## config.mk

```make
export PLATFORM = sky130hd
export DESIGN_NAME = quartsine_ctrl
export DESIGN_NICKNAME = d
export VERILOG_FILES = /design/src/rtl/quartsine_ctrl.sv
export SDC_FILE = /design/constraint.sdc
export NUM_CORES = 1
export LEC_CHECK = 0
export CORE_MARGIN = 2
export CORE_UTILIZATION = 55
export CTS_CLUSTER_SIZE = 24
export DETAILED_ROUTE_END_ITERATION = 7
export PLACE_DENSITY = 0.77
export SYNTH_ARGS = -nofsm -noshare
export SYNTH_HDL_FRONTEND = slang
export SYNTH_SLANG_ARGS = --single-unit
```

## constraint.sdc

```tcl
create_clock -name clka -period 3.2 [get_ports clka]
set_clock_uncertainty 0.1 [all_clocks]
set_input_delay 0.64 -clock clka [delete_from_list [all_inputs] [get_ports clka]]
set_output_delay 0.64 -clock clka [all_outputs]
set_load 0.005 [all_outputs]
```

## src/rtl/quartsine_ctrl.sv

```systemverilog
// Full-wave sine sequencer driving a 256x11 quarter-wave ROM.
// Mirrors the table per quadrant and emits signed 12-bit samples.
module quartsine_ctrl #(
  parameter int PHASE_W = 16,
  parameter int ROM_LAT = 1
) (
  input  logic                      clka,
  input  logic                      resetn,
  input  logic                      en,
  input  logic                      tune_wr,
  input  logic [PHASE_W-1:0]        tune,
  output logic                      rom_en,
  output logic [7:0]                rom_addr,
  input  logic [10:0]               rom_data,
  output logic signed [11:0]        sample,
  output logic                      sample_valid,
  output logic                      busy
);

  typedef enum logic [1:0] {
    IDLE,
    RUN,
    DRAIN
  } state_e;

  state_e               state_q, state_d;
  logic [PHASE_W-1:0]   acc_q, acc_d;
  logic [PHASE_W-1:0]   act_q, act_d;
  logic [PHASE_W-1:0]   pend_q, pend_d;
  logic                 pflag_q, pflag_d;
  logic [ROM_LAT:0]     vld_q, vld_d;
  logic [ROM_LAT:0]     neg_q, neg_d;
  logic [7:0]           addr_q, addr_d;
  logic [11:0]          smp_q, smp_d;
  logic                 svld_q, svld_d;
  logic [1:0]           cnt_q, cnt_d;
  logic [PHASE_W:0]     sum;
  logic [1:0]           quad;
  logic [7:0]           idx;
  logic [PHASE_W-1:0]   wrap_tune;

  assign sum  = {1'b0, acc_q} + {1'b0, act_q};
  assign quad = acc_q[PHASE_W-1 -: 2];
  assign idx  = acc_q[PHASE_W-3 -: 8];
  // A write landing on a wrap/idle-entry edge bypasses the pending slot
  assign wrap_tune = tune_wr ? tune : (pflag_q ? pend_q : act_q);

  always_comb begin
    state_d = state_q;
    acc_d   = acc_q;
    act_d   = act_q;
    pend_d  = pend_q;
    pflag_d = pflag_q;
    addr_d  = addr_q;
    cnt_d   = cnt_q;
    smp_d   = smp_q;
    svld_d  = 1'b0;
    vld_d   = {vld_q[ROM_LAT-1:0], 1'b0};
    neg_d   = {neg_q[ROM_LAT-1:0], 1'b0};
    if (vld_q[ROM_LAT]) begin
      smp_d  = neg_q[ROM_LAT] ? 12'(-{1'b0, rom_data})
                              : {1'b0, rom_data};
      svld_d = 1'b1;
    end
    unique case (state_q)
      IDLE: begin
        if (tune_wr) act_d = tune;
        if (en) begin
          state_d = RUN;
          acc_d   = '0;
        end
      end
      RUN: begin
        if (!en) begin
          state_d = DRAIN;
          cnt_d   = '0;
          if (tune_wr) begin
            pend_d  = tune;
            pflag_d = 1'b1;
          end
        end else begin
          addr_d   = quad[0] ? ~idx : idx;
          vld_d[0] = 1'b1;
          neg_d[0] = quad[1];
          acc_d    = sum[PHASE_W-1:0];
          if (sum[PHASE_W]) begin
            act_d   = wrap_tune;
            pflag_d = 1'b0;
          end else if (tune_wr) begin
            pend_d  = tune;
            pflag_d = 1'b1;
          end
        end
      end
      DRAIN: begin
        if (cnt_q == 2'(ROM_LAT)) begin
          state_d = IDLE;
          acc_d   = '0;
          smp_d   = '0;
          svld_d  = 1'b0;
          vld_d   = '0;
          neg_d   = '0;
          act_d   = wrap_tune;
          pflag_d = 1'b0;
        end else begin
          cnt_d = cnt_q + 2'd1;
          if (tune_wr) begin
            pend_d  = tune;
            pflag_d = 1'b1;
          end
        end
      end
      default: state_d = IDLE;
    endcase
  end

  always_ff @(posedge clka or negedge resetn) begin
    if (!resetn) begin
      state_q <= IDLE;
      acc_q   <= '0;
      act_q   <= '0;
      pend_q  <= '0;
      pflag_q <= 1'b0;
      vld_q   <= '0;
      neg_q   <= '0;
      addr_q  <= '0;
      smp_q   <= '0;
      svld_q  <= 1'b0;
      cnt_q   <= '0;
    end else begin
      state_q <= state_d;
      acc_q   <= acc_d;
      act_q   <= act_d;
      pend_q  <= pend_d;
      pflag_q <= pflag_d;
      vld_q   <= vld_d;
      neg_q   <= neg_d;
      addr_q  <= addr_d;
      smp_q   <= smp_d;
      svld_q  <= svld_d;
      cnt_q   <= cnt_d;
    end
  end

  assign busy         = (state_q != IDLE);
  assign rom_en       = busy;
  assign rom_addr     = addr_q;
  assign sample       = smp_q;
  assign sample_valid = svld_q;

endmodule

```

# ---- Yosys cells after proc, flatten, opt, wreduce, memory -nomap -nowiden
# Index checks and enable logic that the tools add are counted.
dict set report totals {
  regBits 78
  inputBits 31
  out_inout_bits 23
  wordCells 80
}
dict set report op_classes {
  addsub 3
  eq_ne 11
  mux 44
  bitwise 1
  n_reduce_logical 10
}
# cell n
set op_table {}
lappend op_table {{$mux 16} 13}
lappend op_table {{$pmux 16 s3} 2}
lappend op_table {{$mux 12} 4}
lappend op_table {{$pmux 16 s2} 1}
lappend op_table {{$add 16x16->17} 1}
lappend op_table {{$mux 2} 7}
lappend op_table {{$ne 2x2->1 const B} 7}
lappend op_table {{$neg 11->12} 1}
lappend op_table {{$mux 1} 11}
lappend op_table {{$reduce_and 3->1} 3}
lappend op_table {{$mux 8} 1}
lappend op_table {{$not 8->8} 1}
lappend op_table {{$pmux 1 s2} 3}
lappend op_table {{$pmux 2 s3} 1}
lappend op_table {{$reduce_and 5->1} 1}
lappend op_table {{$eq 2x1->1 const B} 2}
lappend op_table {{$pmux 2 s2} 1}
lappend op_table {{$reduce_and 4->1} 1}
lappend op_table {{$reduce_bool 2->1} 2}
lappend op_table {{$ne 3x3->1 const B} 1}
lappend op_table {{$reduce_bool 3->1} 1}
lappend op_table {{$add 2x1->2 const B} 1}
lappend op_table {{$eq 2x2->1 const B} 1}
lappend op_table {{$logic_not 2->1} 1}
lappend op_table {{$reduce_and 2->1} 1}

# ---- Longest topological paths before layout
dict set report depth {
  depth_word 5
  mapped_depth 9
  depth_no_buf 8
}

# ---- Least setup slack after synthesis
# OpenSTA, ideal clock, no wires.
dict set report synth_timing {
  path_kind {register -> register}
  startpoint {reg acc_q[0]}
  endpoint {reg pend_q[10]}
  setup_time_ps 125
  t_arrival_ps 2536
  required_ps 2975
  path_slack_ps 439
  path_stages_with_launch 10
  n_path_buf 1
  synth_period_minus_slack_ps 2761
  path_cell_list {dfrtp_1 ha_1 fa_1 a211oi_2 nor3_1 nor2_1 o41ai_4 a21oi_2 buf_6 mux2_4}
}
dict set report synth_between {
  elab_chain_cells 3
}
# item line_no
set synth_rtl {}
lappend synth_rtl {{start: declaration} 27} ;# logic [PHASE_W-1:0] acc_q, acc_d;
lappend synth_rtl {{start signal: assignment} 120} ;# acc_q <= '0;
lappend synth_rtl {{start signal: assignment} 132} ;# acc_q <= acc_d;
lappend synth_rtl {{$add 16x16->17} 42} ;# assign sum = {1'b0, acc_q} + {1'b0, act_q};
lappend synth_rtl {{$ne 3x3->1 (no source line)} --}
lappend synth_rtl {{$reduce_and 3->1 (no source line)} --}
lappend synth_rtl {{end signal: assignment} 134} ;# pend_q <= pend_d;
lappend synth_rtl {{end: declaration} 29} ;# logic [PHASE_W-1:0] pend_q, pend_d;
# Every way passes these cells.
# A chain may end at the register's enable or synchronous reset.

# ---- Worst setup path in the final report
dict set report layout_timing {
  startpoint {reg act_q[0]}
  endpoint {reg act_q[9]}
}
dict set report layout_between {
  elab_chain_cells 3
}
# item line_no
set layout_rtl {}
lappend layout_rtl {{start: declaration} 28} ;# logic [PHASE_W-1:0] act_q, act_d;
lappend layout_rtl {{start signal: assignment} 133} ;# act_q <= act_d;
lappend layout_rtl {{$add 16x16->17} 42}
lappend layout_rtl {{$ne 2x2->1 (no source line)} --}
lappend layout_rtl {{$reduce_and 5->1 (no source line)} --}
# Every way passes these cells.

==> results.md <==
- 54 I/O pins were placed.
- The initial antenna violation count is 0.
- The slew at the pin closest to its max-slew limit is around 0.94 ns.
- After the last flow step, the layout net total stands at 527.
- Summing all multi-input logic gate instances after layout gives 2360 sq um.
- Overall power consumption after layout is estimated at 0.00562 W.
- No sink is reached through more buffers than the 2 on the longest clock path.
- Summing the sequential cell areas from Yosys gives 44.0% of the chip area.
- The flop-to-flop setup slack is approximately 0.26 ns.
- The final count of negative-setup-slack endpoints is 0.
- The number of clock buffers inserted by TritonCTS is 9.
- In this run the cell area of the synthesized design comes to around 4400 sq um.
- The startpoint type of the worst setup path is a register.
- The worst setup path category is register to register.
- Fill cells in the final layout number around 610.
- For this design the total switching power over the nets is 0.00208 W.
- The worst register-to-register path ends at act_q[9].
- Among all flip-flop cells after synthesis, the most frequent one is sky130_fd_sc_hd__dfrtp_1.
- The number of hold buffers added after CTS was 0.
- The width of the die is 93.8 um.
- The power density of the placed cells is 1050 nW/um^2.
- The topmost layer with routed signal wires is met4.
- The average footprint of a synthesized cell is 10.7 sq um.
- The clock network power share is 15.8%.
- The critical path required time is 3.33 ns.
- In this run the worst hold path is classified as input pin to async pin.
- The tree built by TritonCTS fans out to between 70 and 80 sinks.
- The routed length on met1 is 4300 um.
- The most critical setup path has its endpoint at act_q[9].
- In this run the critical register-to-register path is launched from act_q[0].
- The register cell area after layout is 1950 sq um.
- The cell family contributing the most delay on the critical path is compound AO/OA/AOI/OAI gates.
- The detailed router placed 3262 vias in this run.
- TritonCTS built the clock tree.
- The most critical setup path has its startpoint at act_q[0].
- The maximum level of the CTS H-tree is 3.
- For this run the aggregate overflow at the end of global routing stands at 0.
- For this design, the slowest cell found on the critical path is sky130_fd_sc_hd__fa_1.
- For this run, design rule violations remaining after detail routing come to 0.
- The portion of total power attributed to combinational logic is around 53%.
- Dividing the detail-routed wire length by the instance count gives 15.4 um.
- Max-cap violations in this run came to 0.
- Walking the worst path, the cells encountered are ha_1 > fa_1 > a211oi_2 > nor3_1 > nor2_1 > o41ai_4 > a31oi_4 > buf_12 > mux2_2.
- The port buffer count is 53.
- The via count of the first global-routing pass is 3169.
- Global routing consumed, over all layers together, a little over a fifth of the routing resources.
- The highest attainable clock frequency is 0.340 GHz.
- The commonest cells after synthesis are sky130_fd_sc_hd__dfrtp_1 (78), sky130_fd_sc_hd__nand2_1 (46), sky130_fd_sc_hd__o21ai_0 (38).
- The first global-routing pass estimated 15000 um of wire.
- The analysis attributes to cell leakage a power of ~2.4 nW.
- The data arrival time at the worst-slack endpoint is 3.07 ns.
- The total stage count of the critical path is 9.
- The number of rows created at floorplan is 32.
- The post-layout minimum cycle time is 2.94 ns.
- The share of layout cells above drive strength 1 is 16.8%.
- The capturing element type of the critical path is a register.
- The least setup slack across all paths after layout is 0.261 ns.
- Counting both buffers and inverters, the worst setup path holds a total of 1.
- Relative to the synthesized area, the layout overhead comes to 20.5%.
- Once placement finished, the instance area stood at approximately 5100 sq um.
- Setup repair after global routing left no endpoint under its margin.
- The share of the clock period used by the worst path after layout is 91.8%.
- The worst reg2reg path depth is 9.
- The height of the chip is 93.8 um.
- The net switching share of the total power is 37.0%.
- At the later pin of the worst-skew pair, clock insertion delay measures 0.35 ns.
- The clock edge transition at the registers on the reported setup and hold paths is 0.08 ns.
- The wire-length estimate of the detail-placed layout is 6400 um.
- The post-synthesis net count is 471.
- The final routed wirelength across all metal layers is around 8900 um.
- The die covers 8800 sq um.
- Yosys printed 0 warnings.
- In this run the remaining antenna-violating nets after routing total 0.
- The hold violation count in the final report was 0.
- The post-CTS resize count is 0.
- The routed design uses 3960 um of met2 wire.
- The pre-CTS worst setup slack is between 0.2 and 0.3 ns.
- Cell internal power was estimated by the tool at 0.00354 W.
- The repair_antennas step left the layout with diodes totalling 0.
- The core outline area is 7770 sq um.
- Of all nets on the critical path, the largest fanout is 16.
- The finished cells cover 5340 sq um.
- The dominant cell by count in the synthesized netlist is sky130_fd_sc_hd__dfrtp_1.
- In this run, flip-flops and latches consume ~31% of the power.
- The worst-case IR drop observed on VDD is 0.571 mV.
- In this design, the stage delay of the slowest critical-path cell is 0.45 ns.
- The number of max-slew violations in the final report came to 0.
- The largest net degree at the start of global routing is 79.
- The top cell type by area accounts for 44.0% of the synthesized area.
- The synthesis-stage register bit count is 78.
- Once the floorplan was initialized, standard cells occupied 57.1% of the core.
- Headroom to the max-slew limit came out at 37.6%.
- The number of DRC markers in iteration 0 is 233.
- Clock tree synthesis selected as its root buffer the cell sky130_fd_sc_hd__clkbuf_8.
- The final estimated routing congestion in global placement is 0.907.
- The count of non-filler cells in the finished layout is 578.
- Yosys mapped a number of flops with a built-in enable equal to 0.
- Sorting the synthesized cells by area gives the leading types as sky130_fd_sc_hd__dfrtp_1 (44%), sky130_fd_sc_hd__mux2_2 (7.4%), sky130_fd_sc_hd__mux2_4 (6.8%), sky130_fd_sc_hd__ha_1 (6.5%), sky130_fd_sc_hd__o21ai_0 (4.3%).
- The biggest area consumer among synthesized cells is sky130_fd_sc_hd__dfrtp_1.
- Including well taps, the total number of placed cells is 563.
- After routing, the total negative slack on setup checks comes to 0 ns.
- The run finished with clean final reports.
- Before antenna repair, the detailed router went through 5 iterations.
- Synthesis instantiated 50 different standard cells from the library.
- The share of flip-flops with an asynchronous set or reset after synthesis is 100%.
- The cell count after synthesis came out at between 400 and 500.
- The number of setup buffers added after CTS is 0.
- In the routed layout, each cell is associated on average with a via count of about 5.6.
- Summed over all nets, wire length on met3 after detailed routing comes to 431 um.
-- registers in the layout (all words and copies together) (netlist names) --
| signal | count |
|---|---|
| neg_q | 2 |
| pflag_q | 1 |
| sample_valid | 1 |
| cnt_q | 2 |
| act_q | 16 |
| sample | 12 |
| acc_q | 16 |
| rom_addr | 8 |
| pend_q | 16 |
| state_q | 2 |
| vld_q | 2 |
-- area by class of cell --
type | count | share of cell area [%]
multi-input combinational | 309 | 44.1
sequential | 78 | 36.5
timing repair buffer | 61 | 11.5
clock buffer | 10 | 2.58
tap | 102 | 2.39
clock inverter | 5 | 2.01
inverter | 13 | 0.913
-- stage by stage --
step / utilization, % / hold WS [ns]
2_1_floorplan: - / 0.244
3_3_place_gp: 65.6 / 0.333
3_5_place_dp: 65.6 / 0.340
4_1_cts: 68.8 / 0.352
5_1_grt: 68.8 / 0.371
6_report: 68.8 / 0.343
-- cells by family (layout without fill, tap and decap cells) --
group	after synthesis	count (layout)	synth area share, %
flip-flops	78	78	44.0
multiplexers	54	54	15.3
AND/OR/NAND/NOR	104	104	10.7
buffers and inverters	29	89	2.88
XOR/XNOR	26	26	5.13
AO/OA/AOI/OAI	101	101	15.1
adder cells (fa/ha/maj)	24	24	6.94
-- how the worst min path moves through the flow --
stage,endpoint,slack [ns],cells past startpoint,startpoint
after floorplan,acc_q[0],0.24,0,resetn
after global placement,vld_q[1],0.33,1,vld_q[0]
after detailed placement,vld_q[1],0.34,1,vld_q[0]
after CTS,vld_q[1],0.35,1,vld_q[0]
after global routing,vld_q[1],0.37,1,vld_q[0]
final,act_q[1],0.34,1,resetn
-- power groups by stage --
stage | Sequential (W) | Combinational [W] | Clock [W]
global route | 0.00180 | 0.00328 | 0.000951
detailed placement | 0.00176 | 0.00297 | 0
finish | 0.00174 | 0.00299 | 0.000890
CTS | 0.00174 | 0.00299 | 0.000905
global placement | 0.00174 | 0.00287 | 0
floorplan | 0.00166 | 0.00219 | 0
-- layer usage --
layer / global-route usage [%] / up-vias
met3: 3.21 / 16
met2: 33.3 / 90
met5: 0 / -
li1: - / 1599
met1: 29.9 / 1557
met4: 9.06 / 0
-- worst reg2reg max path, cell delays in order (launching register included) --
cell                       delay (ns)
sky130_fd_sc_hd__dfrtp_1         0.39
sky130_fd_sc_hd__ha_1            0.23
sky130_fd_sc_hd__fa_1            0.45
sky130_fd_sc_hd__a211oi_2        0.34
sky130_fd_sc_hd__nor3_1          0.10
sky130_fd_sc_hd__nor2_1          0.27
sky130_fd_sc_hd__o41ai_4         0.17
sky130_fd_sc_hd__a31oi_4         0.23
sky130_fd_sc_hd__buf_12          0.18
sky130_fd_sc_hd__mux2_2          0.36
-- placed cells by master (no fill, tap or decap), drive strengths merged, types with 2 or more instances in the layout --
cell	n
a21o	8
clkdlybuf4s50	52
nor3	7
a31oi	3
nand3	3
nand2b	4
inv	12
o31ai	3
bufinv	3
and2	4
mux2	49
nor4	2
o21ai	39
nand4	2
ha	23
or3	4
o211ai	2
clkbuf	10
o21a	2
nor2b	4
and3	2
nand2	46
a22oi	2
clkinv	3
xor2	13
a21oi	21
dfrtp	78
nor2	23
mux2i	5
buf	9
a211oi	10
xnor2	13
o311ai	3
a221oi	2
Power figures use the tool's default switching activity.
==> patch 1: new RTL, same settings <==
`addr_q` no longer has a reset.
--- a/src/rtl/quartsine_ctrl.sv
+++ b/src/rtl/quartsine_ctrl.sv
@@ -124,5 +124,4 @@
       vld_q   <= '0;
       neg_q   <= '0;
-      addr_q  <= '0;
       smp_q   <= '0;
       svld_q  <= 1'b0;
@@ -136,9 +135,12 @@
       vld_q   <= vld_d;
       neg_q   <= neg_d;
-      addr_q  <= addr_d;
       smp_q   <= smp_d;
       svld_q  <= svld_d;
       cnt_q   <= cnt_d;
     end
+  end
+
+  always_ff @(posedge clka) begin
+    addr_q <= addr_d;
   end
 
Behaviour: differs if resetn is asserted again (counterexample within 4 cycles, from zero or initial values and one cycle with resetn low); with resetn held inactive, the same outputs for 4 cycles.
==> patch 1 against the original RTL <==
Sequential cell count did not move; global-route usage rose by 0.55 points; worst setup slack improved by 0.014 ns; area after synthesis fell by 0.45%; power fell by 3.5%; final area fell by 1.2%; routed wire length rose by 3.4%; critical path type unchanged; critical endpoint is now act_q[7]; largest power group unchanged.
==> patch 1: results (changes against the original RTL) <==
- Count of TritonRoute iterations in the first routing pass: 4 (-1)
- Met3 GRT Util: 3.787% (+0.58 points)
- Drt initial violations: 188 (-19%)
- Largest cells by area after synthesis: dfrtp_1 (40%), mux2_2 (7.4%), mux2_4 (6.8%)
- Async S/R FF share, synth: 89.74% (-10 points)
- GRT met2 Usage: 38.67% (+5.4 points)
- Sequential share of the synthesized area: 45.11% (+1.1 points)
- Met3 wire length: 460 um (+6.7%)
- Worst-Margin Slew: 0.7364 ns (-0.1991 ns)
- Cell count after placement: 548 (-2.7%)
- Non-clock buffer share: 11.95% (+0.47 points)
- Vias in the first global route: 3,139 (-0.95%)
- Cells after Synth: 396 (-4.8%)
- Met2 WL: 4510 um (+14%)
- Multi-input logic area: 2305 um^2 (-2.2%)
- Clk tree area frac: 3.580% (-1.0 points)
- First-pass GRT wire length: 14,850 um (-0.70%)
- Register area: 1992 um^2 (+2.1%)
- Non-clk bufs: 67 (+9.8%)
- GRT Util Overall: 21.94% (+0.55 points)
- Syn_nets: 451 (-4.2%)
- Distinct cell type count after synthesis: 55 (+10%)
- Switch Pwr: 0.002078 W (-0.19%)
- Leakage power: 2.358 nW (+0.17%)
- Post-synth EDFFs: 8 (+8)
- Largest net degree at the start of global routing: 25 (-68%)
- Drt total wl: 9186 um (+3.4%)
- Synth cell count leaders: dfrtp_1 (70), nand2_1 (34), mux2_2 (29), o21ai_0 (27), nor2_1 (24)
- #MultiIn Comb: 292 (-5.5%)
- Run status: finished, final reports clean
- Share of layout cells above drive strength 1: 18.40% (+1.6 points)
- Nonclk inv count: 9 (-4)
- Post-synthesis mux area share: 15.33% (+0.069 points)
- Peak supply drop: 0.5139 mV (-10%)
- CP Data Arrival Time: 3.06 ns (about the same)
- Post-DP HPWL: 6687 um (+4.6%)
[patch 1: power groups by stage]
stage | Combinational (W) | Sequential, W | Clock, W
CTS | 0.00293 | 0.00177 | 0.000727
detailed placement | 0.00291 | 0.00178 | 0
global route | 0.00322 | 0.00182 | 0.000771
floorplan | 0.00216 | 0.00169 | 0
finish | 0.00295 | 0.00177 | 0.000710
global placement | 0.00279 | 0.00175 | 0
[patch 1: per-stage QoR]
step           total power (W)  hold WS, ns  instance area (um^2)  utilization [%]  setup WS [ns]
2_1_floorplan         0.003853       0.2444                  4415                -         0.4308
3_3_place_gp          0.004544       0.3433                  5081            65.42         0.2759
3_5_place_dp          0.004693       0.3608                  5081            65.42         0.1143
4_1_cts               0.005422       0.1867                  5270            67.85        0.08366
5_1_grt               0.005811       0.2084                  5278            67.94         0.1376
6_report              0.005424       0.1786                  5278            67.94         0.2756
[patch 1: cells by family after synthesis]
group | Yosys count
simple gates | 97
compound gates | 92
flops | 78
mux | 54
buf+inv | 26
xor+xnor | 25
fa+ha+maj | 24
[patch 1: what timing repair did]
action	in CTS	in global routing
hold buffers	0	0
endpoints found under the hold margin	0	0
endpoints found under the setup margin	0	16
resized for setup	0	1
[patch 1: final timing paths]
check	endpoint	start	slack, ns	cells past startpoint
worst min register to register	vld_q[1]	vld_q[0]	0.37	1
max in group asynchronous	act_q[6]	resetn	2.06	2
worst max-delay path	act_q[7]	act_q[0]	0.28	8
worst min-delay path	sample[4]	resetn	0.18	1
min in group clka	vld_q[1]	vld_q[0]	0.37	1
worst max register to register	act_q[7]	act_q[0]	0.28	8
[patch 1: worst max-delay path: stages, from the launching register on]
cell      delay, ns
dfrtp_1        0.40
ha_1           0.21
fa_1           0.44
a211oi_2       0.27
nor3b_2        0.10
o21a_1         0.19
o31ai_1        0.42
a21oi_4        0.30
mux2_4         0.36
==> patch 2: new RTL, same settings <==
Without the edit above. Set the parameter `ROM_LAT` to 2 (it was 1).
--- a/src/rtl/quartsine_ctrl.sv
+++ b/src/rtl/quartsine_ctrl.sv
@@ -3,5 +3,5 @@
 module quartsine_ctrl #(
   parameter int PHASE_W = 16,
-  parameter int ROM_LAT = 1
+  parameter int ROM_LAT = 2
 ) (
   input  logic                      clka,
Formal check against the unedited RTL: not equivalent (Yosys sat finds a counterexample within 10 cycles, from zero or initial values and one cycle with resetn low).
==> patch 2 against the original RTL <==
Routed wire length is 3.7% lower; hold slack worse by 0.010 ns; final area is 2.2% lower; area after synthesis is 1.1% lower; sequential cell count is 2 higher; critical path depth stayed put; worst setup slack better by 0.15 ns; power is 3.0% higher; largest cell class unchanged; highest routed layer unchanged.
==> patch 2: results (changes against the original RTL) <==
- Sequential share of the synthesized area: 45.65% (+1.6 points)
- Slew headroom: 35.96% (-1.7 points)
- Count of TritonRoute iterations in the first routing pass: 4 (-1)
- Vias per std cell: 5.413 (-4.1%)
- Synth Area in Compound Gates: 16.95% (+1.8 points)
- Xor-xnor portion of the synthesized cell area: 5.592% (+0.46 points)
- R2R cell count: 9 (unchanged)
- Peak supply drop: 0.4882 mV (-15%)
- Post-synthesis mux area share: 9.529% (-5.7 points)
- R2R Setup Slk: 0.41 ns (+0.15 ns)
- Largest net degree at the start of global routing: 81 (+2.5%)
- Syn_nets: 484 (+2.8%)
- Pre-CTS WS: 0.3313 ns (+0.04632 ns)
- Met1 Resource Use GR: 31.52% (+1.6 points)
- CP Data Arrival Time: 2.92 ns (-0.15 ns)
- Drt initial violations: 136 (-42%)
- Area after DPL: 5009 um^2 (-1.7%)
- Share of layout cells above drive strength 1: 11.41% (-5.4 points)
- Synth cell count leaders: dfrtp_1 (80), nand2_1 (49), nor2_1 (35), a21oi_1 (33), o21ai_0 (32)
- Synth Area in Adders: 7.019% (+0.079 points)
- Cell count after placement: 577 (+2.5%)
- Power share of the clock group: 13.4% (-2.4 points)
- Wl on met1: 4154 um (-3.4%)
- Combinational Power Share: 55.4% (+2.3 points)
- Switching share of power: 40.55% (+3.5 points)
- Run status: finished, final reports clean
- Reg-to-Reg End: pend_q[3]
- First-pass GRT wire length: 14,750 um (-1.4%)
- Final setup violation count: 0 (unchanged)
- Distinct cell type count after synthesis: 55 (+10%)
- Nets@finish: 541 (+2.7%)
- Cells after Synth: 429 (+3.1%)
- Vias in the first global route: 3,076 (-2.9%)
- Reg2reg start: acc_q[0]
- GRT Util Overall: 21.20% (-0.19 points)
- Gpl congestion: 0.9361 (+3.2%)
- Leakage power: 2.331 nW (-0.98%)
- Hold WC Path Type: primary input to async pin
- Largest cells by area after synthesis: dfrtp_1 (46%), ha_1 (6.6%), mux2i_1 (4.6%)
- GRT met2 Usage: 32.31% (-0.96 points)
- Met3 wire length: 383 um (-11%)
- Post-Layout Cell Count: 593 (+2.6%)
- Power per cell area: 1108 nW/um^2 (+5.3%)
- Met2 WL: 3881 um (-2.1%)
- Met3 GRT Util: 2.740% (-0.47 points)
- Num CTS Buffers: 9 (unchanged)
- Switch Pwr: 0.002347 W (+13%)
- # fillers: 594 (-3.3%)
- Hold Slack: 0.3326 ns (-0.01007 ns)
- Avg WL per Cell: 14.43 um (-6.1%)
- Post-DP HPWL: 6306 um (-1.4%)
patch 2: worst max-delay path: cells and delay by family, from the launching register on:
family	cells	cell delay, ns
buffers and inverters	1	0.28
adders and majority gates	2	0.68
AOI/OAI and AO/OA	3	0.54
muxes	1	0.37
and+or+nand+nor	2	0.29
DFF	1	0.39
patch 2: how the worst max path moves through the flow:
stage | start | end | slack (ns) | depth (start not counted)
after floorplan | acc_q[0] | pend_q[10] | 0.63 | 9
after global placement | rom_data[0] | sample[8] | 0.39 | 9
after detailed placement | rom_data[1] | sample[8] | 0.33 | 9
after CTS | acc_q[0] | pend_q[3] | 0.41 | 9
after global routing | acc_q[0] | pend_q[2] | 0.27 | 9
final | acc_q[0] | pend_q[3] | 0.41 | 9
patch 2: cell type report:
type | instances | share of cell area (%)
multi-input combinational | 321 | 42.86
clock buffer | 11 | 2.899
inverter | 12 | 0.8625
clock inverter | 5 | 1.198
tap | 102 | 2.444
sequential | 80 | 38.33
timing repair buffer | 62 | 11.40
